`config.mk`:
```
export PLATFORM = sky130hd
export DESIGN_NAME = instr_sequencer_flat
export DESIGN_NICKNAME = d
export VERILOG_FILES = /design/src/rtl/isa_pkg.sv /design/src/rtl/instr_sequencer_if.sv /design/src/rtl/instr_sequencer_imm_gen.sv /design/src/rtl/instr_sequencer.sv /design/src/flat_wrapper.sv
export SDC_FILE = /design/constraint.sdc
export NUM_CORES = 1
export LEC_CHECK = 0
export CORE_MARGIN = 10
export CORE_UTILIZATION = 56
export CTS_CLUSTER_DIAMETER = 60
export DETAILED_ROUTE_END_ITERATION = 8
export PLACE_DENSITY = 0.91
export REMOVE_ABC_BUFFERS = 1
export SKIP_CTS_REPAIR_TIMING = 1
export SLEW_MARGIN = 20
export SYNTH_ARGS = -nofsm -noshare
export SYNTH_HDL_FRONTEND = slang
export SYNTH_HIERARCHICAL = 1
export SYNTH_SLANG_ARGS = --single-unit
export TNS_END_PERCENT = 30
```
`constraint.sdc`:
```
create_clock -name clk -period 8.55 [get_ports clk]
set_input_delay 1.71 -clock clk [delete_from_list [all_inputs] [get_ports clk]]
set_output_delay 1.71 -clock clk [all_outputs]
set_load 0.05 [all_outputs]
```
`src/rtl/isa_pkg.sv`:
```
// isa_pkg: shared encodings for the instruction sequencer.
//   - RV32 opcode / funct3 / funct7 constants for the supported subset
//   - ALU control encodings driven to the datapath
//   - sequencer FSM state type
//   - is_legal(): legality of a 32-bit instruction word
package isa_pkg;

  localparam logic [6:0] OP_IMM    = 7'b0010011;
  localparam logic [6:0] OP_REG    = 7'b0110011;
  localparam logic [6:0] OP_BRANCH = 7'b1100011;

  localparam logic [2:0] F3_ADD = 3'b000;
  localparam logic [2:0] F3_BNE = 3'b001;
  localparam logic [6:0] F7_ADD = 7'b0000000;

  localparam logic [2:0] ALU_ADD = 3'b000;
  localparam logic [2:0] ALU_SUB = 3'b001;

  typedef enum logic [2:0] {
    S_FETCH,
    S_WAIT,
    S_DECODE,
    S_EXEC,
    S_HALT
  } seq_state_t;

  // Only ADDI, ADD and BNE are executable; everything else halts.
  function automatic logic is_legal(input logic [31:0] ir);
    case (ir[6:0])
      OP_IMM:    return ir[14:12] == F3_ADD;
      OP_REG:    return (ir[14:12] == F3_ADD) && (ir[31:25] == F7_ADD);
      OP_BRANCH: return ir[14:12] == F3_BNE;
      default:   return 1'b0;
    endcase
  endfunction

endpackage

```
`src/rtl/instr_sequencer_if.sv`:
```
// instr_sequencer_if: instruction-memory fetch port.
//   imem_req   : fetch request (sequencer -> memory)
//   imem_addr  : byte address of the fetch (sequencer -> memory)
//   imem_rdata : fetched instruction word (memory -> sequencer)
//   imem_valid : imem_rdata is valid this cycle (memory -> sequencer)
interface instr_sequencer_if #(
  parameter int DATA_WIDTH = 32,
  parameter int PC_WIDTH   = 32
);
  logic                  imem_req;
  logic [PC_WIDTH-1:0]   imem_addr;
  logic [DATA_WIDTH-1:0] imem_rdata;
  logic                  imem_valid;

  modport master (output imem_req, imem_addr, input imem_rdata, imem_valid);
  modport slave  (input imem_req, imem_addr, output imem_rdata, imem_valid);
endinterface

```
`src/rtl/instr_sequencer_imm_gen.sv`:
```
// imm_gen: combinational immediate extraction.
//   instr : raw instruction word
//   imm   : sign-extended I-immediate (OP_IMM), B-immediate (OP_BRANCH),
//           zero for every other opcode (ADD carries no immediate)
module imm_gen
  import isa_pkg::*;
#(
  parameter int DATA_WIDTH = 32
) (
  input  logic [DATA_WIDTH-1:0] instr,
  output logic [DATA_WIDTH-1:0] imm
);
  logic [11:0] i_imm;
  logic [12:0] b_imm;
  logic        unused_bits;

  assign i_imm = instr[31:20];
  // B-type scatters the offset; bit 0 is implicitly zero.
  assign b_imm = {instr[31], instr[7], instr[30:25], instr[11:8], 1'b0};
  assign unused_bits = ^instr[19:12];

  always_comb begin
    imm = '0;
    case (instr[6:0])
      OP_IMM:    imm = {{(DATA_WIDTH-12){i_imm[11]}}, i_imm};
      OP_BRANCH: imm = {{(DATA_WIDTH-13){b_imm[12]}}, b_imm};
      default:   imm = '0;
    endcase
  end
endmodule

```
`src/rtl/instr_sequencer.sv`:
```
// instr_sequencer: multi-cycle fetch/decode/execute control for the
// register-file/ALU datapath. One instruction in flight at a time.
//   clk, rst  : clock, async active-high reset
//   imem      : fetch port (master side of instr_sequencer_if)
//   EQ        : ALU equality flag, resolves BNE at the EXEC edge
//   ImmOp, RegWrite, ALUctrl, ALUsrc, rs1, rs2, rd : datapath controls
//   pc        : current program counter
//   halted    : sticky, set on an illegal instruction, cleared by rst only
module instr_sequencer
  import isa_pkg::*;
#(
  parameter int DATA_WIDTH    = 32,
  parameter int ADDRESS_WIDTH = 5,
  parameter int ALUctrl_WIDTH = 3,
  parameter int PC_WIDTH      = 32
) (
  input  logic                     clk,
  input  logic                     rst,
  instr_sequencer_if.master        imem,
  input  logic                     EQ,
  output logic [DATA_WIDTH-1:0]    ImmOp,
  output logic                     RegWrite,
  output logic [ALUctrl_WIDTH-1:0] ALUctrl,
  output logic                     ALUsrc,
  output logic [ADDRESS_WIDTH-1:0] rs1,
  output logic [ADDRESS_WIDTH-1:0] rs2,
  output logic [ADDRESS_WIDTH-1:0] rd,
  output logic [PC_WIDTH-1:0]      pc,
  output logic                     halted
);
  seq_state_t            state;
  logic [DATA_WIDTH-1:0] ir;
  logic [DATA_WIDTH-1:0] imm_next;
  logic [6:0]            new_op;
  logic [PC_WIDTH-1:0]   pc_seq;
  logic [PC_WIDTH-1:0]   pc_br;

  // Decode fields are registered straight from the fetched word so they are
  // already visible during the DECODE cycle.
  imm_gen #(.DATA_WIDTH(DATA_WIDTH)) u_imm (
    .instr (imem.imem_rdata),
    .imm   (imm_next)
  );

  assign new_op = imem.imem_rdata[6:0];
  assign pc_seq = pc + PC_WIDTH'(4);
  assign pc_br  = pc + PC_WIDTH'(ImmOp);

  // The request is a pure state decode so the very first FETCH after reset
  // already drives it; gating with rst keeps it low while reset is held.
  assign imem.imem_req  = ((state == S_FETCH) || (state == S_WAIT)) && !rst;
  assign imem.imem_addr = pc;

  always_ff @(posedge clk or posedge rst) begin
    if (rst) begin
      state    <= S_FETCH;
      pc       <= '0;
      ir       <= '0;
      ImmOp    <= '0;
      RegWrite <= 1'b0;
      ALUctrl  <= '0;
      ALUsrc   <= 1'b0;
      rs1      <= '0;
      rs2      <= '0;
      rd       <= '0;
      halted   <= 1'b0;
    end else begin
      case (state)
        S_FETCH: state <= S_WAIT;
        S_WAIT: begin
          if (imem.imem_valid) begin
            ir      <= imem.imem_rdata;
            rs1     <= ADDRESS_WIDTH'(imem.imem_rdata[19:15]);
            rs2     <= ADDRESS_WIDTH'(imem.imem_rdata[24:20]);
            rd      <= ADDRESS_WIDTH'(imem.imem_rdata[11:7]);
            ImmOp   <= imm_next;
            ALUsrc  <= (new_op == OP_IMM);
            ALUctrl <= (new_op == OP_BRANCH) ? ALUctrl_WIDTH'(ALU_SUB)
                                             : ALUctrl_WIDTH'(ALU_ADD);
            state   <= S_DECODE;
          end
        end
        S_DECODE: begin
          if (is_legal(ir[31:0])) begin
            RegWrite <= (ir[6:0] != OP_BRANCH);
            state    <= S_EXEC;
          end else begin
            halted <= 1'b1;
            state  <= S_HALT;
          end
        end
        S_EXEC: begin
          RegWrite <= 1'b0;
          // BNE: EQ=1 means operands equal, so the branch falls through.
          pc    <= ((ir[6:0] == OP_BRANCH) && !EQ) ? pc_br : pc_seq;
          state <= S_FETCH;
        end
        S_HALT:  state <= S_HALT;
        default: state <= S_FETCH;
      endcase
    end
  end
endmodule
```
`src/flat_wrapper.sv`:
```
// flat-port wrapper written by rule: the top's interface ports become plain ports
module instr_sequencer_flat import isa_pkg::*;
#(
  parameter int DATA_WIDTH    = 32,
  parameter int ADDRESS_WIDTH = 5,
  parameter int ALUctrl_WIDTH = 3,
  parameter int PC_WIDTH      = 32
)
  (clk, rst, EQ, ImmOp, RegWrite, ALUctrl, ALUsrc, rs1, rs2, rd, pc, halted, imem_imem_req, imem_imem_addr, imem_imem_rdata, imem_imem_valid);
  instr_sequencer_if #(.DATA_WIDTH(DATA_WIDTH), .PC_WIDTH(PC_WIDTH)) imem_i ();
  input  logic clk;
  input  logic rst;
  input  logic EQ;
  output logic [DATA_WIDTH-1:0] ImmOp;
  output logic RegWrite;
  output logic [ALUctrl_WIDTH-1:0] ALUctrl;
  output logic ALUsrc;
  output logic [ADDRESS_WIDTH-1:0] rs1;
  output logic [ADDRESS_WIDTH-1:0] rs2;
  output logic [ADDRESS_WIDTH-1:0] rd;
  output logic [PC_WIDTH-1:0] pc;
  output logic halted;
  output wire logic [$bits(imem_i.imem_req)-1:0] imem_imem_req;
  output wire logic [$bits(imem_i.imem_addr)-1:0] imem_imem_addr;
  input wire logic [$bits(imem_i.imem_rdata)-1:0] imem_imem_rdata;
  input wire logic [$bits(imem_i.imem_valid)-1:0] imem_imem_valid;
  assign imem_imem_req = imem_i.imem_req;
  assign imem_imem_addr = imem_i.imem_addr;
  assign imem_i.imem_rdata = imem_imem_rdata;
  assign imem_i.imem_valid = imem_imem_valid;
  instr_sequencer #(.DATA_WIDTH(DATA_WIDTH), .ADDRESS_WIDTH(ADDRESS_WIDTH), .ALUctrl_WIDTH(ALUctrl_WIDTH), .PC_WIDTH(PC_WIDTH)) u_core (.clk(clk), .rst(rst), .imem(imem_i), .EQ(EQ), .ImmOp(ImmOp), .RegWrite(RegWrite), .ALUctrl(ALUctrl), .ALUsrc(ALUsrc), .rs1(rs1), .rs2(rs2), .rd(rd), .pc(pc), .halted(halted));
endmodule
```
* Word level (Yosys, flattened, before mapping) *
Cells that the tools add are included.

word-level totals
  flip-flop bits (word level) = 120
  input port bits = 36
  output and inout bits = 118
  logic and storage cells = 50

operators by class
  add/sub/neg operators = 2
  equality and inequality tests = 13
  multiplexer cells = 10
  bitwise operators = 1
  reductions and logical operators = 13

operators by type and width
  cell                     count
  $pmux W32 S2             1
  $add A32 B3 Y32 const B  1
  $add A32 B32 Y32         1
  $mux W32                 1
  $eq A7 B5 Y1 const B     2
  $eq A7 B7 Y1 const B     2
  $pmux W3 S4              1
  $eq A7 B6 Y1 const B     1
  $logic_not A7 Y1         1
  $ne A7 B7 Y1 const B     1
  $eq A3 B1 Y1 const B     2
  $eq A3 B2 Y1 const B     2
  $logic_not A3 Y1         2
  $mux W3                  2
  $reduce_and A2 Y1        3
  $eq A3 B3 Y1 const B     1
  $logic_and A1 B1 Y1      3
  $mux W1                  3
  $pmux W1 S3              1
  $logic_not A1 Y1         2
  $ne A2 B1 Y1 const B     1
  $ne A2 B2 Y1 const B     1
  $pmux W1 S2              1
  $reduce_bool A2 Y1       1
  2 further kinds          2

* Depth between registers and ports, before layout *
  depth in word-level cells = 6
  mapped depth = 12
  gate-level depth less buffers = 12

* By module *
Netlist, hierarchy kept.

by module, submodules not included
  module           instances  cells an instance  area each (um2)
  instr_sequencer  1          695                6,627.6
  imm_gen          1          58                 451.7

* Least setup slack after synthesis *
OpenSTA, ideal clock, no wires.

  path type = input-to-output
  start point = input rst
  end point = output imem_imem_req
  data arrival time = 2.755 ns
  setup slack = 4.085 ns
  stages on the path = 1
  path buffers = 0
  cells stage by stage = nor3_1

on the way
  cells in the longest elaborated chain, start to end = 2

RTL lines
  element              RTL line               text
  start: declaration   flat_wrapper.sv:12     input logic rst;
  $logic_not A1 Y1     instr_sequencer.sv:51  assign imem.imem_req = ((state == S_FETCH) || (state == S_WAIT)) && !rst;
  $logic_and A1 B1 Y1  instr_sequencer.sv:51
  end: declaration     flat_wrapper.sv:23     output wire logic [$bits(imem_i.imem_req)-1:0] imem_imem_req;

No other way between the ends.

* Worst setup path in the final report *
Ends and elaborated chain as after synthesis.

==> run metrics <==
DR WL/cell 18.5 um; largest net degree at the start of global routing 72; DP Area 0.00823 sq mm; final setup fails 0; Port Buffers 151; H-Tree Depth 3; dominant synthesized flop cell dfrtp_1; NumNets Final 893; Setup TNS Final 0 ns; mux share of post-synthesis cell area 10.8%; worst min path class reg2reg; DR iter-0 viols 529; CP arrival 3.17 ns; XOR/XNOR share of the synthesized area 2.85%; Via Count 6088; clock skew 0.0142 ns; Starting Density 56.6%; Filler cells 969; FMAX 205 MHz; Die Width 132 um; Avg Cell Area, Syn 9.40 sq um; Synth-to-Final Area Change 20.7%; Final GP Congestion 0.909; number of synthesized flops with an enable pin 0; drt total wl 18500 um; clk slew on worst S/H paths 0.08 ns; Synth top area share 36.4%; Synth Instances 753; global-route wire length before repair 30200 um; Avg Vias per Cell 6.08; Pleak 3.60 nW; total core area 0.0125 sq mm; num ports 154; Die Footprint 0.0175 sq mm; post-place setup slack 3.66 ns; grt ovf 0; top cells by count, synth dfrtp_1, a21oi_1, buf_4; Tmin final 4.88 ns; most used routing layer met2; Antenna diodes 0; RSZ-0062 raised after global routing false; vias in the first global route 5936; Num CTS Buffers 9; main combinational cell family by area after synthesis compound AO/OA/AOI/OAI gates; First-pass DRT Iterations 5; CP Launch Type input port; initial antenna violation count 0; CP endpoint kind output pin; part of the cycle the worst path needs 57.1%; GRT met1 Usage 24.5%; PD cells 255 mW/mm^2; hpwl dp 13300 um; asr flop ratio synth 100%; clk buf depth 2; M3 GR Usage 4.84%; most instantiated library cell after synthesis dfrtp_1; Die Ht 132 um; Antenna Nets Post-Route 0; overall power 2.18 mW; status finished, final reports clean; register area share after synthesis 36.4%; post-synthesis cell area 0.00708 sq mm; final hold slack 0.468 ns; Least-Margin Pin Slew 1.00 ns; Synth area leaders dfrtp_1, mux2_2, buf_4, ha_1, a21oi_1; Unique masters post-synth 75; Adder-Cell Fraction of Synth Area 5.94%; met2 Track Usage GR 34.8%; Root Driver clkbuf_16; CP Class in2out; latest clock arrival within the worst-skew pair 0.35 ns; Synth Area in Simple Gates 15.6%; worst vdd ir 0.301 mV; worst setup margin 3.67 ns; Synth Register Bits 103; Tot GR Track Use 20.4%; Compound-Gate Fraction of Synth Area 18.4%; WP data required 6.84 ns; Yosys warning total 6; Slew Viols, Final 0; CTS tree yes; Max-slew headroom 33.0%; Clock Sinks 103; cell row count 41; crit-path max FO 2; final hold violation count 0; share of cells above drive strength 1 13.5%; post-route design area 0.00854 sq mm; DRC viols 0; cell taking the most area after synthesis dfrtp_1; max-cap violations 0
-- routing by layer --
layer	share of wire (%)	vias to the layer above
li1	-	2835
met1	40	2943
met2	49	265
met3	7.9	45
met4	2.3	0
met5	0	-
-- cells by family (layout without fill, tap and decap cells) --
| kind of cell | count (synthesis) | after routing |
|---|---|---|
| compound gates | 202 | 202 |
| simple gates | 207 | 207 |
| fa+ha+maj | 33 | 33 |
| xor+xnor | 23 | 23 |
| buf+inv | 116 | 191 |
| mux | 68 | 68 |
| flops | 103 | 103 |
| other cells | 1 | 2 |
-- stage by stage --
stage / std cells / util, %
3_3_place_gp: 985 / 65.8
6_report: 1001 / 68.3
4_1_cts: 1001 / 68.2
2_1_floorplan: 657 / -
5_1_grt: 1001 / 68.3
3_5_place_dp: 985 / 65.8
-- worst max-delay path: stages --
cell	delay, ns
clkdlybuf4s50_1	0.47
nor3_1	0.16
clkdlybuf4s50_1	0.83
-- worst paths after layout --
check	slack [ns]	from	endpoint	depth (start not counted)
max	3.67	rst	imem_imem_req	3
min	0.47	u_core/halted$_DFFE_PP0P_	u_core/halted$_DFFE_PP0P_	2
max reg2reg	5.22	u_core/imem.imem_addr[0]$_DFFE_PP0P_	u_core/imem.imem_addr[26]$_DFFE_PP0P_	12
min reg2reg	0.47	u_core/halted$_DFFE_PP0P_	u_core/halted$_DFFE_PP0P_	2
max in group asynchronous	5.53	rst	u_core/imem.imem_addr[16]$_DFFE_PP0P_	3
min in group asynchronous	1.74	rst	u_core/ir[14]$_DFFE_PP0P_	2
-- flip-flops by register name, summed over array words and instances, names as in the netlist --
signal / flops
u_core/ALUctrl: 1
u_core/state: 3
u_core/halted: 1
u_core/ir: 20
u_core/rd: 4
u_core/ImmOp: 32
u_core/RegWrite: 1
u_core/rs2: 4
u_core/imem.imem_addr: 32
u_core/rs1: 4
u_core/ALUsrc: 1
-- power by group --
part / leakage (nW) / internal [mW] / switching, mW
Combinational: 2.14 / 0.380 / 0.639
Sequential: 1.30 / 0.605 / 0.117
Clock: 0.154 / 0.234 / 0.202
Total: 3.60 / 1.22 / 0.958
-- cell usage in the layout, fill, tap and decap left out, types with 4 or more instances in the layout --
master           count
o22ai_1             13
nand2_1             58
mux2_2              65
nand4_1              9
xor2_1               4
clkdlybuf4s50_1    151
nand2b_1             6
nor3_1              10
and3_1               5
inv_6                4
ha_1                32
dfrtp_1            103
buf_4                5
nand4bb_1            6
clkbuf_16            9
a31oi_1              6
xnor2_1             19
nor2_1              44
o21a_1               8
o21ai_0             38
and2_1               5
nand3_1             22
a211oi_2             8
nand4b_1             5
and4_1               4
a21oi_1             69
nor4_1               6
inv_1               18
a21o_1              16
-- layout make-up --
cell class / instances / area (sq um) / area share (%)
tap: 172 / 215 / 2.52
clock buffer: 9 / 225 / 2.64
clock inverter: 7 / 86.3 / 1.01
multi-input combinational: 535 / 3820 / 44.7
timing repair buffer: 156 / 1550 / 18.1
sequential: 103 / 2580 / 30.2
inverter: 19 / 73.8 / 0.864
Power figures use the tool's default switching activity.
